===== config.mk =====
export PLATFORM = sky130hd
export DESIGN_NAME = fetch_queue_stage_flat
export DESIGN_NICKNAME = d
export VERILOG_FILES = /design/src/rtl/fetch_queue_stage_if.sv /design/src/rtl/fetch_queue_stage.sv /design/src/flat_wrapper.sv
export SDC_FILE = /design/constraint.sdc
export NUM_CORES = 1
export LEC_CHECK = 0
export CORE_ASPECT_RATIO = 1.4
export CORE_MARGIN = 1.5
export CORE_UTILIZATION = 48
export DETAILED_ROUTE_END_ITERATION = 7
export HOLD_SLACK_MARGIN = 0.08
export PLACE_DENSITY = 0.74
export SLEW_MARGIN = 40
export SYNTH_ARGS = -nofsm -noshare
export SYNTH_HDL_FRONTEND = slang
export SYNTH_SLANG_ARGS = --single-unit

===== constraint.sdc =====
create_clock -name clk -period 6.1 [get_ports clk]
set_input_delay 0.915 -clock clk [delete_from_list [all_inputs] [get_ports clk]]
set_output_delay 0.915 -clock clk [all_outputs]
set_load 0.01 [all_outputs]

===== src/rtl/fetch_queue_stage_if.sv =====
`default_nettype none
// ============================================================================
//  Module      : fetch_queue_stage_if
//  Description : Bus bundle for fetch_queue_stage. It carries the flush sources,
//                the req/ack instruction-memory handshake and the decode-side
//                outputs. Clock and reset are not part of the bundle.
//                The modport named master is the stage's view. The modport
//                named slave is the environment's view (PC control,
//                instruction memory and decode).
//                Optional macro FETCH_PERF_EN adds the perf_* counter outputs.
//  Revision    : 1.0 - initial release
// ============================================================================
interface fetch_queue_stage_if #(
  parameter int XLEN  = 32,
  parameter int DEPTH = 4
);
  localparam int CNT_W = $clog2(DEPTH) + 1;

  logic             interrupt;
  logic [XLEN-1:0]  pc_isr;
  logic             redirect_E;
  logic [XLEN-1:0]  pc_redirect_E;
  logic             stall_D;
  logic             imem_req;
  logic [XLEN-1:0]  imem_addr;
  logic             imem_ack;
  logic [XLEN-1:0]  imem_rdata;
  logic             valid_D;
  logic [XLEN-1:0]  instruction_D;
  logic [XLEN-1:0]  pc_D;
  logic [XLEN-1:0]  epc;
  logic [CNT_W-1:0] count;
`ifdef FETCH_PERF_EN
  logic [31:0]      perf_fetched;
  logic [31:0]      perf_flush_lost;
`endif

  modport master (
    input  interrupt, pc_isr, redirect_E, pc_redirect_E, stall_D,
    input  imem_ack, imem_rdata,
    output imem_req, imem_addr,
    output valid_D, instruction_D, pc_D, epc, count
`ifdef FETCH_PERF_EN
    , output perf_fetched, perf_flush_lost
`endif
  );

  modport slave (
    output interrupt, pc_isr, redirect_E, pc_redirect_E, stall_D,
    output imem_ack, imem_rdata,
    input  imem_req, imem_addr,
    input  valid_D, instruction_D, pc_D, epc, count
`ifdef FETCH_PERF_EN
    , input perf_fetched, perf_flush_lost
`endif
  );

endinterface
`default_nettype wire


===== src/rtl/fetch_queue_stage.sv =====
`default_nettype none
// ============================================================================
//  Module      : fetch_queue_stage
//  Description : Instruction fetch stage with a DEPTH-entry prefetch queue of
//                {pc, instruction} pairs. It fetches over a req/ack memory
//                handshake and takes flushes from interrupts, which have
//                priority, and from execute redirects.
//  Ports       : clk            - clock, rising edge
//                rst            - asynchronous reset, active low
//                bus (master)   - interrupt/pc_isr, redirect_E/pc_redirect_E,
//                                 stall_D, imem_req/addr/ack/rdata, valid_D,
//                                 instruction_D, pc_D, epc, count
//                                 (+ perf_fetched, perf_flush_lost)
//  Options     : FETCH_PERF_EN - adds the fetch and flush-loss counters
//  Revision    : 1.0 - initial release
// ============================================================================
module fetch_queue_stage #(
  parameter int              XLEN     = 32,
  parameter int              DEPTH    = 4,
  parameter logic [XLEN-1:0] RESET_PC = '0,
  parameter logic [XLEN-1:0] NOP_INSN = 32'h6800_0000
) (
  input  wire logic              clk,
  input  wire logic              rst,
  fetch_queue_stage_if.master    bus
);

  localparam int                 C_PTR_W = $clog2(DEPTH) + 1;
  localparam int                 C_IDX_W = C_PTR_W - 1;
  localparam logic [C_PTR_W-1:0] C_DEPTH = C_PTR_W'(DEPTH);

  logic [XLEN-1:0]    r_fetch_pc;
  logic [C_PTR_W-1:0] r_rd_ptr;
  logic [C_PTR_W-1:0] r_wr_ptr;
  logic [XLEN-1:0]    r_pc_q   [DEPTH];
  logic [XLEN-1:0]    r_insn_q [DEPTH];

  logic [C_PTR_W-1:0] w_count;
  logic               w_valid;
  logic               w_flush;
  logic               w_req;
  logic               w_enq;
  logic               w_deq;
  logic [C_IDX_W-1:0] w_rd_idx;
  logic [C_IDX_W-1:0] w_wr_idx;

  // The pointers carry one extra MSB, so their difference is the occupancy
  // and full (DEPTH) stays distinct from empty (0).
  assign w_count  = r_wr_ptr - r_rd_ptr;
  assign w_valid  = (w_count != '0);
  assign w_flush  = bus.interrupt | bus.redirect_E;
  // A full queue never requests, so no overflow case has to be handled.
  assign w_req    = ~w_flush & (w_count < C_DEPTH);
  assign w_enq    = w_req & bus.imem_ack;
  assign w_deq    = w_valid & ~bus.stall_D & ~w_flush;
  assign w_rd_idx = r_rd_ptr[C_IDX_W-1:0];
  assign w_wr_idx = r_wr_ptr[C_IDX_W-1:0];

  // The decode-side outputs come only from registered state.
  assign bus.imem_req      = w_req;
  assign bus.imem_addr     = r_fetch_pc;
  assign bus.valid_D       = w_valid;
  assign bus.instruction_D = w_valid ? r_insn_q[w_rd_idx] : NOP_INSN;
  assign bus.pc_D          = w_valid ? r_pc_q[w_rd_idx]   : '0;
  assign bus.epc           = w_valid ? r_pc_q[w_rd_idx]   : r_fetch_pc;
  assign bus.count         = w_count;

  always_ff @(posedge clk or negedge rst) begin
    if (!rst) begin
      r_fetch_pc <= RESET_PC;
      r_rd_ptr   <= '0;
      r_wr_ptr   <= '0;
    end else if (w_flush) begin
      // Any ack in this cycle is dropped, because w_req is low.
      r_rd_ptr   <= '0;
      r_wr_ptr   <= '0;
      r_fetch_pc <= bus.interrupt ? bus.pc_isr : bus.pc_redirect_E;
    end else begin
      if (w_enq) begin
        r_wr_ptr   <= r_wr_ptr + C_PTR_W'(1);
        r_fetch_pc <= r_fetch_pc + XLEN'(4);
      end
      if (w_deq) begin
        r_rd_ptr <= r_rd_ptr + C_PTR_W'(1);
      end
    end
  end

  // Queue storage needs no reset; the pointers define which entries are live.
  always_ff @(posedge clk) begin
    if (w_enq) begin
      r_pc_q[w_wr_idx]   <= r_fetch_pc;
      r_insn_q[w_wr_idx] <= bus.imem_rdata;
    end
  end

`ifdef FETCH_PERF_EN
  logic [31:0] r_perf_fetched;
  logic [31:0] r_perf_flush_lost;

  always_ff @(posedge clk or negedge rst) begin
    if (!rst) begin
      r_perf_fetched    <= '0;
      r_perf_flush_lost <= '0;
    end else begin
      if (w_enq) begin
        r_perf_fetched <= r_perf_fetched + 32'd1;
      end
      // The queued entries are lost, plus the instruction acked in the flush cycle.
      if (w_flush) begin
        r_perf_flush_lost <= r_perf_flush_lost + 32'(w_count) + 32'(bus.imem_ack);
      end
    end
  end

  assign bus.perf_fetched    = r_perf_fetched;
  assign bus.perf_flush_lost = r_perf_flush_lost;
`endif

endmodule
`default_nettype wire

===== src/flat_wrapper.sv =====
// flat-port wrapper written by rule: the top's interface ports become plain ports
module fetch_queue_stage_flat 
#(
  parameter int              XLEN     = 32,
  parameter int              DEPTH    = 4,
  parameter logic [XLEN-1:0] RESET_PC = '0,
  parameter logic [XLEN-1:0] NOP_INSN = 32'h6800_0000
)
  (clk, rst, bus_interrupt, bus_pc_isr, bus_redirect_E, bus_pc_redirect_E, bus_stall_D, bus_imem_ack, bus_imem_rdata, bus_imem_req, bus_imem_addr, bus_valid_D, bus_instruction_D, bus_pc_D, bus_epc, bus_count);
  fetch_queue_stage_if #(.XLEN(XLEN), .DEPTH(DEPTH)) bus_i ();
  input  wire logic clk;
  input  wire logic rst;
  input wire logic [$bits(bus_i.interrupt)-1:0] bus_interrupt;
  input wire logic [$bits(bus_i.pc_isr)-1:0] bus_pc_isr;
  input wire logic [$bits(bus_i.redirect_E)-1:0] bus_redirect_E;
  input wire logic [$bits(bus_i.pc_redirect_E)-1:0] bus_pc_redirect_E;
  input wire logic [$bits(bus_i.stall_D)-1:0] bus_stall_D;
  input wire logic [$bits(bus_i.imem_ack)-1:0] bus_imem_ack;
  input wire logic [$bits(bus_i.imem_rdata)-1:0] bus_imem_rdata;
  output wire logic [$bits(bus_i.imem_req)-1:0] bus_imem_req;
  output wire logic [$bits(bus_i.imem_addr)-1:0] bus_imem_addr;
  output wire logic [$bits(bus_i.valid_D)-1:0] bus_valid_D;
  output wire logic [$bits(bus_i.instruction_D)-1:0] bus_instruction_D;
  output wire logic [$bits(bus_i.pc_D)-1:0] bus_pc_D;
  output wire logic [$bits(bus_i.epc)-1:0] bus_epc;
  output wire logic [$bits(bus_i.count)-1:0] bus_count;
  assign bus_i.interrupt = bus_interrupt;
  assign bus_i.pc_isr = bus_pc_isr;
  assign bus_i.redirect_E = bus_redirect_E;
  assign bus_i.pc_redirect_E = bus_pc_redirect_E;
  assign bus_i.stall_D = bus_stall_D;
  assign bus_i.imem_ack = bus_imem_ack;
  assign bus_i.imem_rdata = bus_imem_rdata;
  assign bus_imem_req = bus_i.imem_req;
  assign bus_imem_addr = bus_i.imem_addr;
  assign bus_valid_D = bus_i.valid_D;
  assign bus_instruction_D = bus_i.instruction_D;
  assign bus_pc_D = bus_i.pc_D;
  assign bus_epc = bus_i.epc;
  assign bus_count = bus_i.count;
  fetch_queue_stage #(.XLEN(XLEN), .DEPTH(DEPTH), .RESET_PC(RESET_PC), .NOP_INSN(NOP_INSN)) u_core (.clk(clk), .rst(rst), .bus(bus_i));
endmodule

==> results.cfg <==
[clock_tree]
cts_buffers = 27
hold_buffers = 0
cts_tree = done
cts_resized = 0
cts.root.buffer_cell = clkbuf_16
h-tree-depth = 1
clockBufferDepth = 3
clk_latency_ns = 0.54
clock_sinks = 294
postCtsSetupRepairBufs = 0
path_clk_slew_ns = 0.07

[global_routing]
grt_usage = 0.219
antenna_found_initial = 1
grt_max_degree = 67
grt_overflow_total = 0
grt_pass1_wl_um = 45500
grt_pass1_vias = 7940

[placed_design]
gp_congestion = 0.796
place_area_mm2 = 0.0154
place_hpwl_um = 19100
dp_cells = 1288
portBuffers = 234
dpl_worst_slack_ns = 1.81

[worst_setup_path]
cp_num_cells = 8
path_buf_inv = 3
critPathLaunchType = register
rr_worst_depth = 8
path_max_fanout = 38
cp-end-kind = output port
critPathArrivalTime_ns = 3.86
path_class = reg2out
critical_path.cell_chain = ha_1 > fa_1 > xnor3_1 > inv_2 > nor3_4 > buf_4 > a21o_1 > clkdlybuf4s50_1
cpMaxStageDelayCell = dfrtp_4
max_stage_delay_ns = 0.68
worst_ep_required_time_ns = 5.18
path_delay_family = buffers and inverters

[flow_run]
maxCapViolCount = 0

[die]
core-area_mm2 = 0.0260
die-area_mm2 = 0.0273
die-width_um = 140
initial_core_util = 0.485
fp-row-count = 70
ios = 235
die_h_um = 195

[finish]
multi_input_area_mm2 = 0.00373
drive_gt1_frac = 0.148
layout.nets = 1103
syn_to_final_growth_pct = 28.7
stdcell_area_mm2 = 0.0162
layout.cells.non_filler = 1339
seq_area_mm2 = 0.00865
nFillCells = 1915

[synth]
syn_inst = 761
syn-cell-area_mm2 = 0.0126
synth_warnings = 0
synth_area_leaders = edfxtp_1 61%, mux4_2 11%, dfrtp_1 7.5%
yosysMostFrequentCell = edfxtp_1
synth-edff-count = 256
synth_nets = 871
synth_top_cell_by_area = edfxtp_1
synth_seq_area_share = 0.684
synth-seq-cells = 294
synth.avg_cell_area_um2 = 16.6
synth_ff_type = edfxtp_1
synth_cell_types = 58
yosys-top-cells-count = 256 x edfxtp_1, 64 x and2_1, 64 x mux4_2
ys_async_sr_fraction = 0.129
synth_top_area_frac = 0.609

[drt]
drt_iter0_markers = 435
routed_wl_um = 29700
vias = 7749
dr.pass1.iters = 4
remaining_drc_errors = 0
wl_per_cell_um = 22.2
viasPerCell = 5.79
ant_nets = 0

[timing]
fin_ws_ns = 1.33
maxSlewHeadroom = 0.474
fin_crit_ns = 4.77
worst_pin_slew_ns = 0.789
slew_violations = 0
finalSetupViolCount = 0
finalHoldViolCount = 0
rsz0062_at_grt = no
finalSetupTns_ns = 0
clock_skew_ns = 0.0120
post-route-period-util = 0.782
fmax_mhz = 210

[power]
power_density_mw_per_mm2 = 283
power_mw = 4.59
p_leak_nw = 5.53
worst_ir_drop_vdd_uv = 177

[status]
status = complete, no violations

[hold_path]
hold_path.class = in2async
==> sequential cells by signal, indices dropped and copies added (netlist names) <==
register and count:
u_core.r_rd_ptr 3, u_core.r_wr_ptr 3, u_core.r_pc_q 128, u_core.bus.imem_addr 32, u_core.r_insn_q 128
==> worst register-to-register path: cells and delay by family, from the launching register on <==
kind	cells	cell delay [ns]
AND/OR/NAND/NOR	2	1.11
flip-flops	1	0.68
adder cells (fa/ha/maj)	2	0.65
buffers and inverters	3	0.59
XOR/XNOR	1	0.44
==> power breakdown <==
part / internal [mW] / switching (mW)
combinational: 0.353 / 0.270
clock: 0.907 / 0.727
sequential: 2.25 / 0.0851
==> path summary, 6_finish.rpt <==
path | start | end | slack, ns
max | u_core.r_rd_ptr[0]$_DFFE_PN0P_ | bus_epc[30] | 1.33
min | rst | u_core.bus.imem_addr[11]$_DFFE_PN0P_ | 0.36
max reg2reg | u_core.r_rd_ptr[0]$_DFFE_PN0P_ | u_core.r_insn_q[2][21]$_DFFE_PP_ | 2.33
min reg2reg | u_core.r_rd_ptr[2]$_DFFE_PN0P_ | u_core.r_rd_ptr[2]$_DFFE_PN0P_ | 0.56
max in group asynchronous | rst | u_core.r_rd_ptr[0]$_DFFE_PN0P_ | 5.32
min in group clk | u_core.r_rd_ptr[2]$_DFFE_PN0P_ | u_core.r_rd_ptr[2]$_DFFE_PN0P_ | 0.56
==> metrics by stage <==
step | hold slack (ns) | util
finish | 0.356 | 0.624
global route | 0.394 | 0.624
CTS | 0.361 | 0.624
detailed placement | 0.549 | 0.591
global placement | 0.552 | 0.585
floorplan | 0.521 | -
==> metal layers <==
| layer | track usage | share of wire | wire [um] | up-vias |
|---|---|---|---|---|
| met4 | 0.0729 | 0.028 | 844 | 0 |
| met1 | 0.279 | 0.39 | 11500 | 3911 |
| met5 | 0 | 0 | 0 | - |
| li1 | - | - | - | 3469 |
| met2 | 0.390 | 0.53 | 15700 | 317 |
| met3 | 0.0271 | 0.055 | 1650 | 52 |
==> area by class of cell <==
| class | instances | area share |
|---|---|---|
| Tap cell | 324 | 0.0250 |
| Multi-Input combinational cell | 410 | 0.230 |
| Clock buffer | 34 | 0.0457 |
| Timing Repair Buffer | 248 | 0.157 |
| Clock inverter | 16 | 0.00740 |
| Inverter | 12 | 0.00293 |
| Sequential cell | 294 | 0.532 |
| Antenna cell | 1 | 0.000154 |
==> layout by cell type (no fill, tap or decap), types with 7 or more instances in the layout <==
master	synthesis	layout
nor3_1	10	10
and2_1	64	64
a22oi_1	14	14
ha_1	7	7
a21o_1	31	31
a2bb2oi_1	7	7
clkdlybuf4s50_1	0	233
nand2_1	38	38
nand4_1	9	9
clkinv_2	0	8
inv_1	11	10
mux4_2	64	64
a21oi_1	20	20
nand3_1	10	10
mux2i_1	7	7
nor2_1	16	16
a31oi_1	7	7
o21ai_0	27	27
edfxtp_1	256	256
clkbuf_16	0	27
dfrtp_1	38	36
o22ai_1	9	9
o31ai_1	7	7
==> logic make-up after synthesis <==
group | synth area share
flops | 0.684
simple gates | 0.0813
compound gates | 0.0753
mux | 0.122
buf+inv | 0.0215
xor+xnor | 0.00734
fa+ha+maj | 0.00853
No activity file was read; power rests on OpenSTA's default activity.
